[config.mk]
export PLATFORM = sky130hd
export DESIGN_NAME = shift_out_transmitter_flat
export DESIGN_NICKNAME = d
export VERILOG_FILES = /design/src/rtl/shift_out_transmitter_if.sv /design/src/rtl/shift_out_transmitter.sv /design/src/flat_wrapper.sv
export SDC_FILE = /design/constraint.sdc
export NUM_CORES = 1
export LEC_CHECK = 0
export ABC_AREA = 1
export ABC_CLOCK_PERIOD_IN_PS = 1550
export CORE_UTILIZATION = 49
export CTS_BUF_LIST = sky130_fd_sc_hd__clkbuf_8
export DETAILED_ROUTE_END_ITERATION = 16
export PLACE_DENSITY = 0.86
export SLEW_MARGIN = 20
export SYNTH_ARGS = -nofsm -noshare
export SYNTH_HDL_FRONTEND = slang
export SYNTH_SLANG_ARGS = --single-unit
[constraint.sdc]
create_clock -name clk -period 1.55 [get_ports clk]
set_input_delay 0.2325 -clock clk [delete_from_list [all_inputs] [get_ports clk]]
set_output_delay 0.2325 -clock clk [all_outputs]
set_load 0.005 [all_outputs]
[src/rtl/shift_out_transmitter_if.sv]
// ============================================================================
// Module   : shift_out_transmitter_if
// Brief    : Word handshake, bit strobe and serial-line bundle for the
//            parallel-to-serial transmitter.
// Revision : 1.0 - initial release
// ============================================================================
`default_nettype none

interface shift_out_transmitter_if #(
  parameter int WIDTH = 8
);
  logic             in_valid;
  logic             in_ready;
  logic [WIDTH-1:0] in_data;
  logic             bit_tick;
  logic             serial_out;
  logic             busy;
  logic             done;

  // Word source and bit-rate generator side.
  modport master (
    output in_valid,
    output in_data,
    output bit_tick,
    input  in_ready,
    input  serial_out,
    input  busy,
    input  done
  );

  // Transmitter side.
  modport slave (
    input  in_valid,
    input  in_data,
    input  bit_tick,
    output in_ready,
    output serial_out,
    output busy,
    output done
  );
endinterface

`default_nettype wire

[src/rtl/shift_out_transmitter.sv]
// ============================================================================
// Module   : shift_out_transmitter
// Brief    : Accepts a WIDTH-bit word over valid/ready and shifts it out one
//            bit per bit_tick, LSB first. A new word can be loaded on the
//            last-bit tick so consecutive words stream with no idle gap.
// Revision : 1.0 - initial release
// ============================================================================
`default_nettype none

module shift_out_transmitter #(
  parameter int   WIDTH      = 8,
  parameter logic IDLE_VALUE = 1'b1
) (
  input  wire                   clk,
  input  wire                   rst,
  shift_out_transmitter_if.slave bus
);

  localparam int CW = $clog2(WIDTH);
  localparam logic [CW-1:0] C_LAST_IDX = CW'(WIDTH - 1);

  typedef enum logic [0:0] {
    S_IDLE  = 1'b0,
    S_SHIFT = 1'b1
  } state_t;

  state_t           r_state;
  state_t           w_state_nxt;
  logic [WIDTH-1:0] r_sreg;
  logic [CW-1:0]    r_cnt;
  logic             r_done;

  logic w_last;
  logic w_ready;
  logic w_accept;

  // Last-bit tick and the handshake it opens; ready is combinational from bit_tick.
  always_comb begin
    w_last   = (r_state == S_SHIFT) && bus.bit_tick && (r_cnt == C_LAST_IDX);
    w_ready  = (r_state == S_IDLE) || w_last;
    w_accept = bus.in_valid && w_ready;
  end

  // State register.
  always_ff @(posedge clk) begin
    if (rst) begin
      r_state <= S_IDLE;
    end else begin
      r_state <= w_state_nxt;
    end
  end

  // Next state: any accept (re)enters SHIFT; a last tick without a new word ends it.
  always_comb begin
    w_state_nxt = r_state;
    case (r_state)
      S_IDLE: begin
        if (w_accept) w_state_nxt = S_SHIFT;
      end
      S_SHIFT: begin
        if (w_last && !w_accept) w_state_nxt = S_IDLE;
      end
      default: w_state_nxt = S_IDLE;
    endcase
  end

  // Shift register and bit counter; in_data is only captured on accept.
  always_ff @(posedge clk) begin
    if (rst) begin
      r_sreg <= '0;
      r_cnt  <= '0;
    end else if (w_accept) begin
      r_sreg <= bus.in_data;
      r_cnt  <= '0;
    end else if (w_last) begin
      r_cnt  <= '0;
    end else if ((r_state == S_SHIFT) && bus.bit_tick) begin
      r_sreg <= {1'b0, r_sreg[WIDTH-1:1]};
      r_cnt  <= r_cnt + 1'b1;
    end
  end

  // Completion pulse, one cycle after the last-bit tick; reset suppresses it.
  always_ff @(posedge clk) begin
    if (rst) begin
      r_done <= 1'b0;
    end else begin
      r_done <= w_last;
    end
  end

  // Line is the shift register LSB while shifting, otherwise the idle level.
  always_comb begin
    bus.in_ready   = w_ready;
    bus.busy       = (r_state == S_SHIFT);
    bus.done       = r_done;
    bus.serial_out = (r_state == S_SHIFT) ? r_sreg[0] : IDLE_VALUE;
  end

endmodule

`default_nettype wire

[src/flat_wrapper.sv]
// flat-port wrapper written by rule: the top's interface ports become plain ports
module shift_out_transmitter_flat 
#(
  parameter int   WIDTH      = 8,
  parameter logic IDLE_VALUE = 1'b1
)
  (clk, rst, bus_in_valid, bus_in_data, bus_bit_tick, bus_in_ready, bus_serial_out, bus_busy, bus_done);
  shift_out_transmitter_if #(.WIDTH(WIDTH)) bus_i ();
  input  wire clk;
  input  wire rst;
  input wire logic [$bits(bus_i.in_valid)-1:0] bus_in_valid;
  input wire logic [$bits(bus_i.in_data)-1:0] bus_in_data;
  input wire logic [$bits(bus_i.bit_tick)-1:0] bus_bit_tick;
  output wire logic [$bits(bus_i.in_ready)-1:0] bus_in_ready;
  output wire logic [$bits(bus_i.serial_out)-1:0] bus_serial_out;
  output wire logic [$bits(bus_i.busy)-1:0] bus_busy;
  output wire logic [$bits(bus_i.done)-1:0] bus_done;
  assign bus_i.in_valid = bus_in_valid;
  assign bus_i.in_data = bus_in_data;
  assign bus_i.bit_tick = bus_bit_tick;
  assign bus_in_ready = bus_i.in_ready;
  assign bus_serial_out = bus_i.serial_out;
  assign bus_busy = bus_i.busy;
  assign bus_done = bus_i.done;
  shift_out_transmitter #(.WIDTH(WIDTH), .IDLE_VALUE(IDLE_VALUE)) u_core (.clk(clk), .rst(rst), .bus(bus_i));
endmodule
==> results of run 1 <==
cell families after synthesis:
family	count (synthesis)	synth area share (%)
AOI/OAI and AO/OA	12	9.18
adders and majority gates	2	3.82
buffers and inverters	14	9.94
DFF	13	39.8
and+or+nand+nor	51	37.3
cells in the final DEF (no fill, tap or decap), drive strengths merged, types with 2 or more instances in the layout:
cell,synthesis,routed
inv,10,10
buf,3,10
nand2,28,28
nand3,19,19
clkdlybuf4s50,0,14
a21oi,12,12
clkbuf,1,3
nor2,2,2
dfxtp,13,13
ha,2,2
sequential cells by signal, indices dropped and copies added, names as in the netlist:
| register | flops |
|---|---|
| u_core.bus.busy | 1 |
| u_core.bus.done | 1 |
| u_core.r_cnt | 3 |
| u_core.r_sreg | 8 |
stage by stage:
| step | hold slack [ns] | utilization (%) |
|---|---|---|
| after floorplan | 0.390 | - |
| after global placement | 0.455 | 74.3 |
| after detailed placement | 0.466 | 74.3 |
| after CTS | 0.476 | 79.4 |
| after global routing | 0.499 | 81.8 |
| final | 0.485 | 81.8 |
worst max-delay path: cells and delay by family (launching register included):
family	cells	cell delay, ns
buf+inv	1	0.21
flops	1	0.36
fa+ha+maj	2	0.26
simple gates	2	0.19
area by class of cell:
type                    instances  area share (%)
clock buffers                   3            4.31
clock inverters                 1           0.522
inverters                      10            3.92
multi-input cells              65            37.9
flip-flops and latches         13            27.5
well taps                      14            1.83
repair buffers                 25            24.0
layer usage:
| layer | wire (um) | GRT usage, % | part of all wire [%] | up-vias |
|---|---|---|---|---|
| li1 | - | - | - | 348 |
| met1 | 694 | 29.9 | 42 | 315 |
| met2 | 857 | 42.1 | 51 | 25 |
| met3 | 96 | 8.72 | 5.8 | 4 |
| met4 | 21 | 10.3 | 1.3 | 0 |
| met5 | 0 | 0 | 0 | - |
final timing paths:
| kind | to | slack, ns | cells past startpoint |
|---|---|---|---|
| worst max register to register | u_core.r_cnt[1]$_SDFFE_PP0P_ | 0.11 | 8 |
| worst min register to register | u_core.r_sreg[7]$_SDFFE_PP0P_ | 0.49 | 2 |
| worst max-delay path | bus_in_ready | 0.05 | 5 |
| worst min-delay path | u_core.r_sreg[7]$_SDFFE_PP0P_ | 0.49 | 2 |
power by group:
group	switching (mW)	total [mW]	leakage, nW	internal (mW)
Clock	0.128	0.306	0.0255	0.178
Sequential	0.0146	0.369	0.108	0.355
Combinational	0.0706	0.147	0.289	0.0760
Total	0.213	0.822	0.422	0.608
timing repair:
item	CTS	global route
gates resized for setup	6	6
pin swaps	0	1
setup endpoints to repair	4	12
cloned	0	0
hold buffers	0	0
==> results.ini, run 1 <==
[outcome]
status = finished clean

[detailed_routing]
routedWlPerCell_um = 12.7
drtPass1Iterations = 4
viasPerCell = 5.28
vias = 692
drt_iter0_markers = 17
route.detailed.drc = 0
drtAntennaViolNets = 0
drt-total-wl_mm = 1.67

[logic_synthesis]
synthArstFlopShare_pct = 0
synth_seq_cells = 13
synth_area_leaders = dfxtp_1 40%, nand2_1 15%, nand3_1 14%
synth_edf_count = 0
netlist_top_cells_count = 26 x nand2_1, 18 x nand3_1, 13 x dfxtp_1, 12 x a21oi_1, 10 x inv_1
yosys_warnings = 0
synth_top_area_share_pct = 39.8
yosysSeqAreaShare_pct = 39.8
synthCells = 92
synth_top_flop_cell = dfxtp_1
syn_area_um2 = 654
synth.most_common_cell = nand2_1
synth_area_per_cell_um2 = 7.11
synth_cell_type_count = 17
synth_top_area_cell = dfxtp_1
syn-num-nets = 106

[global_routing]
grt_pass1_wl_mm = 2.50
grt_pass1_vias = 608
grt_use_total_pct = 25.5
grt_max_degree = 17
antenna_found_initial = 0
grt_overflow_total = 0

[worst_setup_path]
required_ns = 1.32
slowest_stage = dfxtp_2
start_kind = flop
critical_path_class = flop to primary output
crit_arrival_ns = 1.27
crit_chain = ha_4 > ha_4 > nand3_2 > nand2_2 > clkdlybuf4s15_2
cp-startpoint = u_core.r_cnt[0]$_SDFFE_PP0P_
cp_common_cell = ha_4
r2r-start = u_core.r_cnt[0]$_SDFFE_PP0P_
crit_fanout = 3
cp-end-kind = primary output
max_stage_delay_ns = 0.36

[final_layout]
drive_gt1_share_pct = 21.4
fill_cells = 71
fin_area_um2 = 958
seq_area_um2 = 264
final_cells = 131
area_delta_synth_final_pct = 46.5
multi_input_area_um2 = 363
antennaDiodeCount = 0
nets = 132

[flow_run]
maxCapViolations = 0

[clock_tree]
insertion_delay_ns = 0.24
cts_setup_buffers = 0
cts_root_buffer = clkbuf_8
clock_sinks = 13
numCtsBuffers = 3
h-tree-depth = 1
clk_pin_slew_worst_paths_ns = 0.06
cts_buffer_depth = 2
cts_tree = yes

[placement]
hpwlAfterDp_mm = 1.01
numPortBuffers = 15
pre_cts_slack_ns = -0.108
finalWeightedCongestion = 0.755
post-place-cells = 127
dpl_cell_area_um2 = 870

[die]
die_w_um = 38.5
initial_core_util_pct = 55.9
io_pins = 16
core_mm2 = 0.00117
die_area_mm2 = 0.00149
rows = 12
die_h_um = 38.5

[timing]
fin_crit_sh_pct = 96.9
clock_skew_ns = 0.00193
slew_viol_final = 0
max_freq_mhz = 666
setup_ws_ns = 0.0484
finalHoldViolCount = 0
tns_ns = 0
worstMarginPinSlew_ns = 0.265
setup_viol_count_final = 0
period_minus_slack_ns = 1.50
slew_headroom_pct = 82.3

[power_and_ir_drop]
finalPower_uw = 822
power_density_mw_per_mm2 = 857
p_leak_nw = 0.422
vdd_drop_max_mv = 0.815

[hold_path]
worstHoldStart = u_core.r_sreg[7]$_SDFFE_PP0P_
min_path_type = flop to flop

(Power assumes the default switching activity.)
==> run 2: changes to the inputs <==
--- a/config.mk
+++ b/config.mk
@@ -6,7 +6,6 @@
 export NUM_CORES = 1
 export LEC_CHECK = 0
 export ABC_AREA = 1
-export ABC_CLOCK_PERIOD_IN_PS = 1550
 export CORE_UTILIZATION = 49
 export CTS_BUF_LIST = sky130_fd_sc_hd__clkbuf_8
 export DETAILED_ROUTE_END_ITERATION = 16
==> results of run 2 <==
Same layout as run 1: the final DEF is identical, and so are final timing and power.
